## src/rtl/rns_pkg.sv

```systemverilog
// Shared RNS datapath definitions: opcode encodings, default channel moduli and a
// width helper used for parameter validation.
package rns_pkg;

  localparam logic OP_ADD = 1'b0;
  localparam logic OP_SUB = 1'b1;

  localparam int unsigned RNS_M0 = 15;
  localparam int unsigned RNS_M1 = 16;
  localparam int unsigned RNS_M2 = 17;

  // Smallest r such that 2**r >= value.
  function automatic int unsigned clog2(input longint unsigned value);
    longint unsigned pow;
    int unsigned     r;
    pow = 1;
    r   = 0;
    for (int i = 0; i < 64; i++) begin
      if (pow < value) begin
        pow = pow << 1;
        r   = r + 1;
      end
    end
    return r;
  endfunction

endpackage

```

## src/rtl/cla_add_n.sv

```systemverilog
// Combinational N-bit carry-lookahead adder: 4-bit lookahead groups whose group
// generate/propagate terms feed a second-level lookahead for the group carries.
module cla_add_n #(
  parameter int unsigned N = 8
) (
  input  logic         cin,
  input  logic [N-1:0] a,
  input  logic [N-1:0] b,
  output logic [N-1:0] sum,
  output logic         cout
);

  localparam int NI = int'(N);
  localparam int NG = (NI + 3) / 4;

  logic [N-1:0]  w_g;
  logic [N-1:0]  w_p;
  logic [N-1:0]  w_c;
  logic [NG-1:0] w_grp_g;
  logic [NG-1:0] w_grp_p;
  logic [NG:0]   w_grp_c;

  assign w_g = a & b;
  assign w_p = a ^ b;

  always_comb begin
    w_grp_g = '0;
    w_grp_p = '0;
    for (int k = 0; k < NG; k++) begin
      w_grp_p[k] = 1'b1;
      for (int i = 4 * k; (i < 4 * k + 4) && (i < NI); i++) begin
        w_grp_g[k] = w_g[i] | (w_p[i] & w_grp_g[k]);
        w_grp_p[k] = w_grp_p[k] & w_p[i];
      end
    end
  end

  // Each group carry is a flat sum of products over all lower groups and cin.
  always_comb begin
    logic acc;
    logic prop;
    acc     = 1'b0;
    prop    = 1'b0;
    w_grp_c = '0;
    w_grp_c[0] = cin;
    for (int k = 0; k < NG; k++) begin
      acc  = w_grp_g[k];
      prop = w_grp_p[k];
      for (int j = k - 1; j >= 0; j--) begin
        acc  = acc | (prop & w_grp_g[j]);
        prop = prop & w_grp_p[j];
      end
      w_grp_c[k+1] = acc | (prop & cin);
    end
  end

  always_comb begin
    logic acc;
    acc = 1'b0;
    w_c = '0;
    for (int i = 0; i < NI; i++) begin
      acc = w_grp_c[i/4];
      for (int j = (i / 4) * 4; j < i; j++) begin
        acc = w_g[j] | (w_p[j] & acc);
      end
      w_c[i] = acc;
    end
  end

  assign sum  = w_p ^ w_c;
  assign cout = w_grp_c[NG];

endmodule

```

## src/rtl/rns_mod_add_pipe.sv

```systemverilog
// Two-stage pipelined (a +/- b) mod MOD for one residue channel, valid/ready on both
// sides. Stage 1 forms t = a + b' with a CLA; stage 2 applies one conditional subtract.
module rns_mod_add_pipe
  import rns_pkg::*;
#(
  parameter int unsigned     WIDTH = 4,
  parameter longint unsigned MOD   = 15
) (
  input  logic             clk,
  input  logic             rst,
  input  logic             in_valid,
  output logic             in_ready,
  input  logic             op,
  input  logic [WIDTH-1:0] a,
  input  logic [WIDTH-1:0] b,
  output logic             out_valid,
  input  logic             out_ready,
  output logic [WIDTH-1:0] result,
  output logic             err
);

  if (WIDTH < 2 || WIDTH > 32 || MOD < 2 || clog2(MOD) > WIDTH) begin : g_param_check
    $fatal(1, "rns_mod_add_pipe: illegal WIDTH/MOD combination");
  end

  localparam logic [WIDTH:0] MOD_W1 = (WIDTH + 1)'(MOD);

  logic             w_s1_load;
  logic             w_s2_load;
  logic             w_accept;
  logic             r_s1_valid;
  logic             r_s2_valid;
  logic [WIDTH:0]   w_a_ext;
  logic [WIDTH:0]   w_b_ext;
  logic [WIDTH:0]   w_bb;
  logic [WIDTH-1:0] w_sum1;
  logic             w_cout1;
  logic [WIDTH:0]   w_t;
  logic             w_range;
  logic [WIDTH:0]   r_t;
  logic             r_range;
  logic [WIDTH:0]   w_d;
  logic             w_d_cout;
  logic             w_wrap;
  logic [WIDTH-1:0] w_mod_res;
  logic [WIDTH-1:0] r_result;
  logic             r_err;

  assign w_s2_load = !r_s2_valid || out_ready;
  assign w_s1_load = !r_s1_valid || w_s2_load;
  assign w_accept  = in_valid && w_s1_load;
  assign in_ready  = w_s1_load;

  // Stage 1: range check and operand conditioning.
  assign w_a_ext = {1'b0, a};
  assign w_b_ext = {1'b0, b};
  assign w_range = (w_a_ext >= MOD_W1) || (w_b_ext >= MOD_W1);
  assign w_bb    = (op == OP_SUB) ? (MOD_W1 - w_b_ext) : w_b_ext;

  cla_add_n #(
    .N (WIDTH)
  ) u_add (
    .cin  (1'b0),
    .a    (a),
    .b    (w_bb[WIDTH-1:0]),
    .sum  (w_sum1),
    .cout (w_cout1)
  );

  // In range, bb[WIDTH] is set only when bb == MOD == 2**WIDTH, whose low bits are zero.
  assign w_t = {w_cout1 | w_bb[WIDTH], w_sum1};

  // Stage 2: d = t - MOD as t + ~MOD + 1; carry-out means t >= MOD.
  cla_add_n #(
    .N (WIDTH + 1)
  ) u_sub (
    .cin  (1'b1),
    .a    (r_t),
    .b    (~MOD_W1),
    .sum  (w_d),
    .cout (w_d_cout)
  );

  // In range t < 2*MOD, so d < MOD and d[WIDTH] is clear whenever the wrap applies.
  assign w_wrap    = w_d_cout && !w_d[WIDTH];
  assign w_mod_res = w_wrap ? w_d[WIDTH-1:0] : r_t[WIDTH-1:0];

  always_ff @(posedge clk or posedge rst) begin
    if (rst) begin
      r_s1_valid <= 1'b0;
      r_s2_valid <= 1'b0;
      r_result   <= '0;
      r_err      <= 1'b0;
    end else begin
      if (w_s1_load) begin
        r_s1_valid <= in_valid;
      end
      if (w_s2_load) begin
        r_s2_valid <= r_s1_valid;
        if (r_s1_valid) begin
          r_err    <= r_range;
          r_result <= r_range ? '0 : w_mod_res;
        end
      end
    end
  end

  // Datapath payload only moves with an accepted beat; it is don't-care while invalid.
  always_ff @(posedge clk) begin
    if (w_accept) begin
      r_t     <= w_t;
      r_range <= w_range;
    end
  end

  assign out_valid = r_s2_valid;
  assign result    = r_result;
  assign err       = r_err;

endmodule
```

## config.mk

```make
export PLATFORM = sky130hd
export DESIGN_NAME = rns_mod_add_pipe
export DESIGN_NICKNAME = d
export VERILOG_FILES = /design/src/rtl/rns_pkg.sv /design/src/rtl/cla_add_n.sv /design/src/rtl/rns_mod_add_pipe.sv
export SDC_FILE = /design/constraint.sdc
export NUM_CORES = 1
export LEC_CHECK = 0
export CAP_MARGIN = 15
export CORE_UTILIZATION = 50
export DETAILED_ROUTE_END_ITERATION = 10
export HOLD_SLACK_MARGIN = 0.06
export PLACE_DENSITY = 0.79
export SLEW_MARGIN = 20
export SYNTH_ARGS = -nofsm -noshare
export SYNTH_HDL_FRONTEND = slang
export SYNTH_SLANG_ARGS = --single-unit
```

## constraint.sdc

```tcl
create_clock -name clk -period 3.9 [get_ports clk]
set_clock_uncertainty 0.1 [all_clocks]
set_input_delay 0.39 -clock clk [delete_from_list [all_inputs] [get_ports clk]]
set_output_delay 0.39 -clock clk [all_outputs]
set_load 0.02 [all_outputs]
```

==> impl_metrics.env <==
export IMPL_globalRouteMet3Util_pct=1.63
export IMPL_mostFrequentLayoutCells="19 x clkdlybuf4s50_1, 8 x inv_1, 7 x dfrtp_1, 6 x edfxtp_1"
export IMPL_switchingPower_mw=0.110
export IMPL_syn_nets=83
export IMPL_num_rows=13
export IMPL_grt_util_met1_pct=17.8
export IMPL_synthFlopType="dfrtp_1"
export IMPL_worstSkewPairLatency_ns=0.27
export IMPL_ir_drop_uv=212
export IMPL_cts_resized=0
export IMPL_finalMaxSlewViolations=0
export IMPL_ios=20
export IMPL_antenna_found_initial=0
export IMPL_synth_edff_count=6
export IMPL_min_period_ns=2.68
export IMPL_critPathCaptureType="register"
export IMPL_vias=539
export IMPL_clockPowerShare_pct=21.6
export IMPL_drv_cap=0
export IMPL_postSynthAreaPerCell_um2=11.8
export IMPL_fin_area_um2=983
export IMPL_drive_gt1_share_pct=9.30
export IMPL_clk_pin_slew_ns=0.07
export IMPL_synth_area_um2=753
export IMPL_tns_ns=0
export IMPL_switching_share_pct=29.1
export IMPL_viasPerCell=5.34
export IMPL_power_frac_comb_pct=30.9
export IMPL_drc_errors=0
export IMPL_yosysSeqAreaShare_pct=47.2
export IMPL_pre_cts_slack_ns=0.916
export IMPL_drtPass1Iterations=4
export IMPL_clock_root_buffer="clkbuf_4"
export IMPL_routedWlPerCell_um=12.8
export IMPL_min_period_over_period_pct=68.6
export IMPL_worst_setup_path_start_kind="primary input"
export IMPL_postPlaceCellArea_um2=957
export IMPL_cp_arrival_ns=2.59
export IMPL_start_util_pct=55.8
export IMPL_relSlewSlack_pct=79.7
export IMPL_final_nets=106
export IMPL_dpl_cell_count=97
export IMPL_htreeDepth=1
export IMPL_die_w_um=40.8
export IMPL_portBuffers=19
export IMPL_met2_usage_pct=41.8
export IMPL_grt_pass1_vias=578
export IMPL_routabilityCongestion=0.747
export IMPL_clock_sinks=13
export IMPL_die_area_um2=1670
export IMPL_max_freq_mhz=374
export IMPL_synth_area_leaders="edfxtp_1 24%, dfrtp_1 23%, fa_1 8.0%"
export IMPL_drtIter0Drc=7
export IMPL_synth_cell_types=26
export IMPL_drt_wl_total_um=1290
export IMPL_rsz0062_at_grt="no"
export IMPL_yosysWarnings=0
export IMPL_post_cts_buffers=0
export IMPL_crit_type="primary input to register"
export IMPL_async_flop_share_pct=53.8
export IMPL_grt_pass1_wl_um=2120
export IMPL_utilization_pct=72.8
export IMPL_die_y_um=40.8
export IMPL_syn_to_final_growth_pct=30.6
export IMPL_hp_class="primary input to asynchronous set/reset pin"
export IMPL_p_per_area_nw_per_um2=385
export IMPL_layout_cells_non_filler=101
export IMPL_crit_fanout=4
export IMPL_grt_max_degree=9
export IMPL_p_int_mw=0.268
export IMPL_grt_usage_pct=20.2
export IMPL_seqPwrFrac_pct=47.5
export IMPL_hold_violations=0
export IMPL_netlist_instances=64
export IMPL_finalSetupViolCount=0
export IMPL_numCtsBuffers=3
export IMPL_ctsHoldBuffers=0
export IMPL_antenna_cells=0
export IMPL_drtAntennaViolNets=0
export IMPL_cts_max_path_buffers=2
export IMPL_ys_ff_latch=13
export IMPL_dp_hpwl_um=1140
export IMPL_synth_top_area_share_pct=23.9
export IMPL_power_static_leakage_nw=0.401
export IMPL_max_slew_worst_pin_slew_ns=0.304
export IMPL_synth_top_area_cell="edfxtp_1"
export IMPL_cts_tree="built"
export IMPL_overflow=0
export IMPL_core_region_area_um2=1350
export IMPL_final_common_cell="clkdlybuf4s50_1"
export IMPL_status="complete, no violations"
export IMPL_grt_busiest_layer="met2"
export IMPL_crit_required_ns=3.82
export IMPL_setup_ws_ns=1.22
per-layer routing:
metal | vias up | wire, um
met5 | - | 0
met4 | 0 | 27
met1 | 245 | 453
li1 | 272 | -
met2 | 18 | 772
met3 | 4 | 38
layout make-up:
class | instances | area [um2]
Clock buffer | 4 | 26.3
Fill cell | 102 | 367
Inverter | 8 | 30.0
Multi-Input combinational cell | 42 | 363
Sequential cell | 13 | 355
Tap cell | 15 | 18.8
Timing Repair Buffer | 19 | 190
worst max-delay path: stages:
cell             delay, ns
clkdlybuf4s50_1       0.58
xor2_1                0.17
ha_1                  0.16
inv_1                 0.05
fa_1                  0.39
fa_1                  0.39
inv_1                 0.08
fa_1                  0.40
registers in the layout, summed over array words and instances, names as in the netlist:
signal,flops
r_t,5
result,4
err,1
out_valid,1
r_range,1
r_s1_valid,1
worst paths after layout:
check | from | end | slack, ns | cells past startpoint
worst max-delay path | op | r_t[3]$_DFFE_PP_ | 1.22 | 8
worst min-delay path | rst | result[1]$_DFFE_PP0P_ | 0.24 | 2
worst max register to register | r_t[0]$_DFFE_PP_ | result[0]$_DFFE_PP0P_ | 2.12 | 5
worst min register to register | err$_DFFE_PP0P_ | err$_DFFE_PP0P_ | 0.42 | 1
max in group asynchronous | rst | out_valid$_DFFE_PP0P_ | 3.25 | 2
min in group clk | err$_DFFE_PP0P_ | err$_DFFE_PP0P_ | 0.42 | 1
through the flow:
step	hold WS [ns]	power [mW]
final	0.241	0.379
after floorplan	0.0934	0.248
after global routing	0.281	0.404
after global placement	0.392	0.296
after detailed placement	0.409	0.303
after CTS	0.240	0.385
power by group through the flow:
stage,clock [mW],combinational [mW],sequential (mW)
final,0.0816,0.117,0.180
after CTS,0.0852,0.119,0.181
after global placement,0,0.114,0.182
after global routing,0.0904,0.130,0.184
after detailed placement,0,0.119,0.184
after floorplan,0,0.0525,0.195
logic make-up after synthesis:
logic type | count (synthesis) | synth area share (%)
adders and majority gates | 6 | 13.0
DFF | 13 | 47.2
xor gates and xnor gates | 4 | 4.65
AOI/OAI and AO/OA | 12 | 12.3
and+or+nand+nor | 18 | 15.4
muxes | 2 | 2.82
buffers and inverters | 9 | 4.65
cell usage after synthesis (2+ instances only):
cell type,instances
dfrtp_1,7
edfxtp_1,6
fa_1,3
ha_1,3
inv_1,8
nand2_1,4
nand2b_1,2
nand4_1,2
nand4b_1,2
nor2b_1,3
o2111ai_1,3
o211ai_1,2
o21ai_0,4
xnor2_1,2
xor2_1,2
No activity file was read; power rests on OpenSTA's default activity.
